<file path="src/rtl/radar_pulse_sequencer.sv">
// Per-PRI timing controller: drives awg_init / awg_enable / adc_enable for a programmed
// or continuous train of pulses, with configuration checking and graceful stop.
module radar_pulse_sequencer #(
    parameter int CNT_WIDTH = 32,
    parameter int GUARD     = 96
) (
    input  logic                 clk,
    input  logic                 resetn,
    input  logic                 start,
    input  logic                 stop,
    input  logic [CNT_WIDTH-1:0] num_pulses,
    input  logic [CNT_WIDTH-1:0] prf_period,
    input  logic [CNT_WIDTH-1:0] awg_len,
    input  logic [CNT_WIDTH-1:0] adc_delay,
    input  logic [CNT_WIDTH-1:0] adc_len,
    output logic                 awg_init,
    output logic                 awg_enable,
    output logic                 adc_enable,
    output logic                 busy,
    output logic                 done,
    output logic                 cfg_error,
    output logic [CNT_WIDTH-1:0] pulse_count
);

    localparam int EW = CNT_WIDTH + 2;
    localparam logic [EW-1:0] GUARD_E = EW'(GUARD);

    typedef enum logic [1:0] {
        S_IDLE,
        S_ARM,
        S_RUN,
        S_DONE
    } state_t;

    state_t               state_q, state_d;
    logic [CNT_WIDTH-1:0] t_q, t_d;
    logic [CNT_WIDTH-1:0] cnt_q, cnt_d;
    logic [CNT_WIDTH-1:0] num_q, num_d;
    logic [CNT_WIDTH-1:0] prf_q, prf_d;
    logic [CNT_WIDTH-1:0] awg_len_q, awg_len_d;
    logic [CNT_WIDTH-1:0] adc_dly_q, adc_dly_d;
    logic [CNT_WIDTH-1:0] adc_len_q, adc_len_d;
    logic                 stop_pend_q, stop_pend_d;
    logic                 bad_q, bad_d;
    logic                 awg_init_q, awg_init_d;
    logic                 awg_en_q, awg_en_d;
    logic                 adc_en_q, adc_en_d;
    logic                 busy_q, busy_d;
    logic                 done_q, done_d;
    logic                 cfg_error_q, cfg_error_d;
    logic                 cfg_ok;
    logic                 in_run;
    logic                 last_t;
    logic [CNT_WIDTH-1:0] cnt_inc;

    function automatic logic [EW-1:0] ext(input logic [CNT_WIDTH-1:0] v);
        return {2'b00, v};
    endfunction

    // Sums are formed two bits wider than the fields so no legal input can wrap.
    function automatic logic cfg_valid(
        input logic [CNT_WIDTH-1:0] prf,
        input logic [CNT_WIDTH-1:0] awg,
        input logic [CNT_WIDTH-1:0] dly,
        input logic [CNT_WIDTH-1:0] len
    );
        return (ext(prf) >= EW'(2))
            && (ext(awg) + EW'(1) <= ext(prf))
            && (ext(dly) >= EW'(1))
            && (ext(len) >= EW'(1))
            && (ext(dly) + ext(len) + GUARD_E <= ext(prf));
    endfunction

    function automatic logic in_adc_window(
        input logic [CNT_WIDTH-1:0] t,
        input logic [CNT_WIDTH-1:0] dly,
        input logic [CNT_WIDTH-1:0] len
    );
        return (ext(t) >= ext(dly)) && (ext(t) < ext(dly) + ext(len));
    endfunction

    assign cfg_ok  = cfg_valid(prf_q, awg_len_q, adc_dly_q, adc_len_q);
    assign in_run  = (state_q == S_RUN);
    assign last_t  = (t_q == prf_q - CNT_WIDTH'(1));
    assign cnt_inc = cnt_q + CNT_WIDTH'(1);

    always_comb begin
        state_d     = state_q;
        t_d         = t_q;
        cnt_d       = cnt_q;
        num_d       = num_q;
        prf_d       = prf_q;
        awg_len_d   = awg_len_q;
        adc_dly_d   = adc_dly_q;
        adc_len_d   = adc_len_q;
        stop_pend_d = stop_pend_q;
        bad_d       = 1'b0;

        // Strobes are registered decodes of the previous cycle's state and t.
        awg_init_d  = in_run && (t_q == '0);
        awg_en_d    = in_run && (t_q >= CNT_WIDTH'(1)) && (t_q <= awg_len_q);
        adc_en_d    = in_run && in_adc_window(t_q, adc_dly_q, adc_len_q);
        busy_d      = ((state_q == S_ARM) && cfg_ok) || in_run;
        done_d      = (state_q == S_DONE);
        cfg_error_d = bad_q;

        case (state_q)
            S_IDLE: begin
                if (start && !stop) begin
                    num_d     = num_pulses;
                    prf_d     = prf_period;
                    awg_len_d = awg_len;
                    adc_dly_d = adc_delay;
                    adc_len_d = adc_len;
                    state_d   = S_ARM;
                end
            end
            S_ARM: begin
                if (cfg_ok) begin
                    cnt_d       = '0;
                    t_d         = '0;
                    stop_pend_d = stop;
                    state_d     = S_RUN;
                end else begin
                    bad_d   = 1'b1;
                    state_d = S_IDLE;
                end
            end
            S_RUN: begin
                if (stop) begin
                    stop_pend_d = 1'b1;
                end
                if (last_t) begin
                    cnt_d = cnt_inc;
                    if (stop_pend_q || ((num_q != '0) && (cnt_inc == num_q))) begin
                        state_d = S_DONE;
                    end else begin
                        t_d = '0;
                    end
                end else begin
                    t_d = t_q + CNT_WIDTH'(1);
                end
            end
            S_DONE: begin
                state_d = S_IDLE;
            end
            default: begin
                state_d = S_IDLE;
            end
        endcase
    end

    always_ff @(posedge clk or negedge resetn) begin
        if (!resetn) begin
            state_q     <= S_IDLE;
            t_q         <= '0;
            cnt_q       <= '0;
            num_q       <= '0;
            prf_q       <= '0;
            awg_len_q   <= '0;
            adc_dly_q   <= '0;
            adc_len_q   <= '0;
            stop_pend_q <= 1'b0;
            bad_q       <= 1'b0;
            awg_init_q  <= 1'b0;
            awg_en_q    <= 1'b0;
            adc_en_q    <= 1'b0;
            busy_q      <= 1'b0;
            done_q      <= 1'b0;
            cfg_error_q <= 1'b0;
        end else begin
            state_q     <= state_d;
            t_q         <= t_d;
            cnt_q       <= cnt_d;
            num_q       <= num_d;
            prf_q       <= prf_d;
            awg_len_q   <= awg_len_d;
            adc_dly_q   <= adc_dly_d;
            adc_len_q   <= adc_len_d;
            stop_pend_q <= stop_pend_d;
            bad_q       <= bad_d;
            awg_init_q  <= awg_init_d;
            awg_en_q    <= awg_en_d;
            adc_en_q    <= adc_en_d;
            busy_q      <= busy_d;
            done_q      <= done_d;
            cfg_error_q <= cfg_error_d;
        end
    end

    assign awg_init    = awg_init_q;
    assign awg_enable  = awg_en_q;
    assign adc_enable  = adc_en_q;
    assign busy        = busy_q;
    assign done        = done_q;
    assign cfg_error   = cfg_error_q;
    assign pulse_count = cnt_q;

endmodule

</file>
<file path="config.mk">
export PLATFORM = sky130hd
export DESIGN_NAME = radar_pulse_sequencer
export DESIGN_NICKNAME = d
export VERILOG_FILES = /design/src/rtl/radar_pulse_sequencer.sv
export SDC_FILE = /design/constraint.sdc
export NUM_CORES = 1
export LEC_CHECK = 0
export CORE_ASPECT_RATIO = 0.9
export CORE_UTILIZATION = 59
export CTS_CLUSTER_DIAMETER = 80
export CTS_CLUSTER_SIZE = 20
export DETAILED_ROUTE_END_ITERATION = 7
export GPL_TIMING_DRIVEN = 0
export PLACE_DENSITY_LB_ADDON = 0.15
export SYNTH_ARGS = -nofsm -noshare
export SYNTH_HDL_FRONTEND = slang
export SYNTH_SLANG_ARGS = --single-unit
</file>
<file path="constraint.sdc">
create_clock -name clk -period 8.5 [get_ports clk]
set_input_delay 1.275 -clock clk [delete_from_list [all_inputs] [get_ports clk]]
set_output_delay 1.275 -clock clk [all_outputs]
set_load 0.05 [all_outputs]
</file>
* Yosys cells after proc, flatten, opt, wreduce, memory -nomap -nowiden
Index checks and enable logic that the tools add are counted.
W data, S select, Z words.
** Word-level totals
- Register bits after elaboration :: 234
- Output and inout port bits :: 38
- Word-level logic and storage cells :: 82
** Operators by class
- Add/subtract/negate cells :: 6
- Order comparisons :: 9
- Equality and inequality tests :: 11
- Multiplexer cells :: 16
- Reductions and logical operators :: 24
** Operators by type and width (number)
- $mux W32 :: 4
- $pmux W32 S2 :: 2
- $ge A32 B1 Y1 const B :: 3
- $add A32 B1 Y32 const B :: 2
- $eq A32 B32 Y1 :: 2
- $add A34 B7 Y34 const B :: 1
- $le A34 B32 Y1 :: 1
- $add A32 B1 Y33 const B :: 1
- $add A32 B32 Y33 :: 1
- $le A33 B32 Y1 :: 1
- $lt A32 B33 Y1 :: 1
- $ge A32 B2 Y1 const B :: 1
- $ge A32 B32 Y1 :: 1
- $le A32 B32 Y1 :: 1
- $logic_not A32 Y1 :: 1
- $reduce_bool A32 Y1 :: 1
- $sub A32 B1 Y32 const B :: 1
- $logic_and A1 B1 Y1 :: 12
- $reduce_and A3 Y1 :: 4
- $mux W2 :: 4
- $pmux W2 S4 :: 1
- $ne A2 B2 Y1 const B :: 3
- $eq A2 B2 Y1 const B :: 2
- $mux W1 :: 4
- 9 further kinds :: 11

* Logic depth before layout (Yosys ltp)
- Depth after elaboration :: 8
- Mapped depth :: 30
- Gate-level depth less buffers :: 28

* Worst setup path before layout
OpenSTA, ideal clock, no wires.
- Path kind :: reg2reg
- Start :: register adc_dly_q[0]
- End :: register t_q[13]
- Library setup time :: 0.095 ns
- Arrival :: 5.871 ns
- Path slack :: 2.533 ns
- Stages on the path, launching flop included :: 31
- Path buffers :: 2
- Clock period less this slack :: 5.967 ns
- Path through :: dfrtp_1 ha_1 inv_1 fa_1 nand2b_1 a21oi_2 nor2b_1 xnor2_1 inv_1 ha_1 or3_1 nor3_2 nand4_1 nor4_1 and2_1 nor3b_1 xnor2_1 ha_1 a211oi_1 o21ai_0 nor2_1 o211ai_1 a21oi_1 o211ai_1 nor2b_1 o2111a_1 nor3_2 or3_1 buf_4 buf_12 o31ai_1
** On the way
- Word-level cells in the longest chain between the ends :: 6
** RTL lines
- from (decl) :: RTL line 41 : logic [CNT_WIDTH-1:0] adc_dly_q, adc_dly_d;
- from (signal assigned) :: RTL line 178 : adc_dly_q <= adc_dly_d;
- $add A32 B32 Y33 or $ge A32 B1 Y1 (tied branches) :: RTL line 71, 69
- $add A34 B7 Y34 or $logic_and A1 B1 Y1 (tied branches) :: RTL line 71, 69
- $le A34 B32 Y1 or $logic_and A1 B1 Y1 (tied branches) :: RTL line 71, 70
- $logic_and A1 B1 Y1 * :: RTL line 71 : && (ext(dly) + ext(len) + GUARD_E <= ext(prf));
- $ne A2 B2 Y1 (no source line) *
- $reduce_and A3 Y1 (no source line) *
- to (signal assigned) :: RTL line 173 : t_q <= t_d;
- to (decl) :: RTL line 36 : logic [CNT_WIDTH-1:0] t_q, t_d;
Mark *: on every way between the ends. The rest lies on a longest branch, timed or not.
A chain may end at the register's enable or synchronous reset.

* Final worst setup path
- Start :: register adc_dly_q[0]
- End :: register cnt_q[24] (netlist: pulse_count[24])
** On the way
- Word-level cells in the longest chain between the ends :: 6
** RTL lines
- $add A32 B32 Y33 or $ge A32 B1 Y1 (tied branches) :: RTL line 71, 69
- $add A34 B7 Y34 or $logic_and A1 B1 Y1 (tied branches) :: RTL line 71, 69
- $le A34 B32 Y1 or $logic_and A1 B1 Y1 (tied branches) :: RTL line 71, 70
- $logic_and A1 B1 Y1 * :: RTL line 71
- $ne A2 B2 Y1 (no source line) *
- $reduce_and A3 Y1 (no source line) *
- to (signal assigned) :: RTL line 174 : cnt_q <= cnt_d;
- to (decl) :: RTL line 37 : logic [CNT_WIDTH-1:0] cnt_q, cnt_d;
Marks and branches as above.

==> flow_summary.toml <==
[outcome]
outcome = "complete, no violations"

[floorplan]
initial_core_util = 0.599
num_io_pins = 202
dieWidth_um = 195
die_h_um = 175
num_rows = 63
core_um2 = 32900
dieArea_um2 = 34100

[global_routing]
grt_pass1_wl_um = 97600
overflow = 0
grtUsageTotal = 0.361
grt_pass1_vias = 17500
grt_max_degree = 123
antenna_found_initial = 0

[synthesis]
ys_async_sr_fraction = 1.00
synth_edf_count = 0
synth.avg_cell_area_um2 = 9.14
synthesis.area_um2 = 19700
ys_ff_latch = 234
synthCells = 2156
yosysWarningCount = 0
synth_ff_type = "dfrtp_1"
ys_seq_area_frac = 0.297
yosysUniqueCellTypes = 85
syn_nets = 2525

[final_layout]
drive_gt1_frac = 0.113
final_nets = 2747
final_common_cell = "dfrtp_1"
antenna_cells = 0
fillers = 2652
layout_common_cells = "dfrtp_1, ha_1, clkdlybuf4s50_1"
syn2layout_area_growth_pct = 16.0
utilization = 0.695

[power_and_ir_drop]
irDropWorstVdd_v = 0.000143
p_per_area_nw_per_um2 = 92.8
leakage_nw = 10.5

[setup_path]
cp_max_fo = 10
cpMostUsedCell = "ha_1"
worstSetupPathType = "flop to flop"
critPathArrivalTime_ns = 7.61
max_stage_delay_ns = 0.49
cp-startpoint = "adc_dly_q[0]"
crit_required_ns = 8.94
crit_path_end_kind = "flop"
crit_path_start_kind = "flop"
rr_startpoint = "adc_dly_q[0]"
crit_slowest_cell = "dfrtp_1"

[detailed_routing]
drtIter0Drc = 1602
wl_per_cell_um = 22.2
wl_um = 62500
via_per_inst = 6.47
dr.pass1.iters = 5
postRouteAntennaNets = 0
route.vias.total = 18200
drc = 0

[clock_network]
clkTransAtPathRegs_ns = 0.08
cts_tree = "built"
ctsResizeCount = 0
holdBufCountCts = 0
clkLatencyLatePin_ns = 0.55
root_buffer = "clkbuf_16"
clk_path_buf_depth = 3
numCtsBuffers = 18
post_cts_buffers = 0
clock_sinks = 234
htree_num_levels = 1

[run]
maxCapViolations = 0

[sta]
fin_crit_ns = 7.17
hold_violations = 0
tightest_slew_ns = 1.32
finalClockSkew_ns = 0.0282
min_period_over_period = 0.844
slew_headroom = 0.115
setup_tns_ns = 0
setup_viol = 0
slew_violations = 0
rsz0062_at_grt = "false"
fmax_ghz = 0.139

[placement]
io_buffers = 201
hpwlAfterDp_um = 49200
gp_congestion = 0.968

[hold_path]
worstHoldStart = "bad_q"
hp-class = "flop to flop"
[stage by stage]
step | cells | power [mW] | setup slack [ns] | instance area [um^2] | hold WS [ns]
detailed placement | 2780 | 1.24 | 1.46 | 22300 | 0.355
global placement | 2779 | 1.23 | -3.58 | 22200 | 0.337
finish | 2808 | 2.12 | 1.33 | 22900 | 0.375
global route | 2808 | 2.17 | 0.727 | 22900 | 0.396
CTS | 2808 | 2.14 | 1.43 | 22900 | 0.374
floorplan | 2156 | 1.14 | 2.53 | 19700 | 0.331
[final timing paths]
check	to	slack, ns	cells past startpoint
setup / recovery	pulse_count[24]	1.33	29
hold / removal	cfg_error	0.37	0
setup reg to reg	pulse_count[24]	1.33	29
hold reg to reg	cfg_error	0.37	0
max in group asynchronous	adc_len_q[25]	6.57	2
min in group asynchronous	awg_len_q[10]	0.79	1
[cell families (layout without fill, tap and decap cells)]
kind of cell,after synthesis,in the layout,synth area share
xor+xnor,163,163,0.0732
compound gates,448,448,0.159
mux,165,165,0.0940
flops,234,234,0.297
fa+ha+maj,205,205,0.131
simple gates,705,705,0.196
buf+inv,236,466,0.0505
[cells in the mapped netlist (4+ instances only)]
cell | instances | share of area
nor2_1 | 124 | 0.024
o211ai_1 | 15 | 0.0057
buf_6 | 4 | 0.0023
or4_1 | 4 | 0.0015
or3_1 | 10 | 0.0032
o21ai_0 | 52 | 0.013
nor3_2 | 5 | 0.0025
dfrtp_1 | 234 | 0.30
nor4_1 | 72 | 0.023
a21boi_0 | 7 | 0.0027
mux2i_1 | 5 | 0.0025
o31ai_1 | 44 | 0.017
o21a_1 | 15 | 0.0057
nor3b_1 | 5 | 0.0019
nand2b_1 | 29 | 0.0092
mux2_2 | 160 | 0.091
a21oi_1 | 101 | 0.026
o41ai_1 | 4 | 0.0018
nor2b_1 | 26 | 0.0083
xor2_1 | 46 | 0.020
nor3_1 | 40 | 0.010
xnor2_1 | 115 | 0.051
a21o_1 | 47 | 0.018
nor4b_1 | 8 | 0.0036
nand3_1 | 60 | 0.015
a311oi_1 | 7 | 0.0031
o21ai_1 | 27 | 0.0069
a211o_1 | 31 | 0.014
and3_1 | 45 | 0.014
nand4_1 | 78 | 0.025
ha_1 | 204 | 0.13
o31ai_2 | 11 | 0.0070
a211oi_1 | 22 | 0.0084
buf_2 | 24 | 0.0061
and4_1 | 22 | 0.0098
and2_1 | 20 | 0.0064
nand2_1 | 132 | 0.025
o2111ai_1 | 4 | 0.0018
inv_1 | 144 | 0.027
a221o_1 | 4 | 0.0020
a31oi_1 | 15 | 0.0048
clkbuf_1 | 56 | 0.011
buf_4 | 6 | 0.0023
or2_2 | 5 | 0.0016
[metal layers]
layer / part of all wire / track usage
met1: 0.43 / 0.492
met2: 0.45 / 0.581
met3: 0.080 / 0.0549
met4: 0.039 / 0.136
met5: 0 / 0
[report_power, final]
| part | switching, mW | internal [mW] |
|---|---|---|
| registers | 0.00000000000000000945 | 1.11 |
| clock network | 0.465 | 0.443 |
| logic | 0.0329 | 0.0670 |
[area by class of cell]
class	instances	area (um^2)	share of cell area
buffer	92	455	0.0199
clock inverter	9	116	0.00509
sequential	234	5860	0.256
timing repair buffer	202	2040	0.0894
multi-input combinational	1686	12900	0.562
inverter	144	541	0.0236
clock buffer	19	464	0.0203
tap	422	528	0.0231
[worst max-delay path, delay by kind of cell (launching register included)]
family          cells  cell delay (ns)
fa+ha+maj           4             1.16
xor+xnor            2             0.40
compound gates     10             2.09
buf+inv             3             0.39
simple gates       10             2.54
flops               1             0.49
[flip-flops by register name, indices dropped and copies added, names as in the netlist, 32 cells and up, named ones only]
| register | cells |
|---|---|
| adc_dly_q | 32 |
| adc_len_q | 32 |
| awg_len_q | 32 |
| num_q | 32 |
| prf_q | 32 |
| pulse_count | 32 |
| t_q | 32 |
No activity file was read; power rests on OpenSTA's default activity.
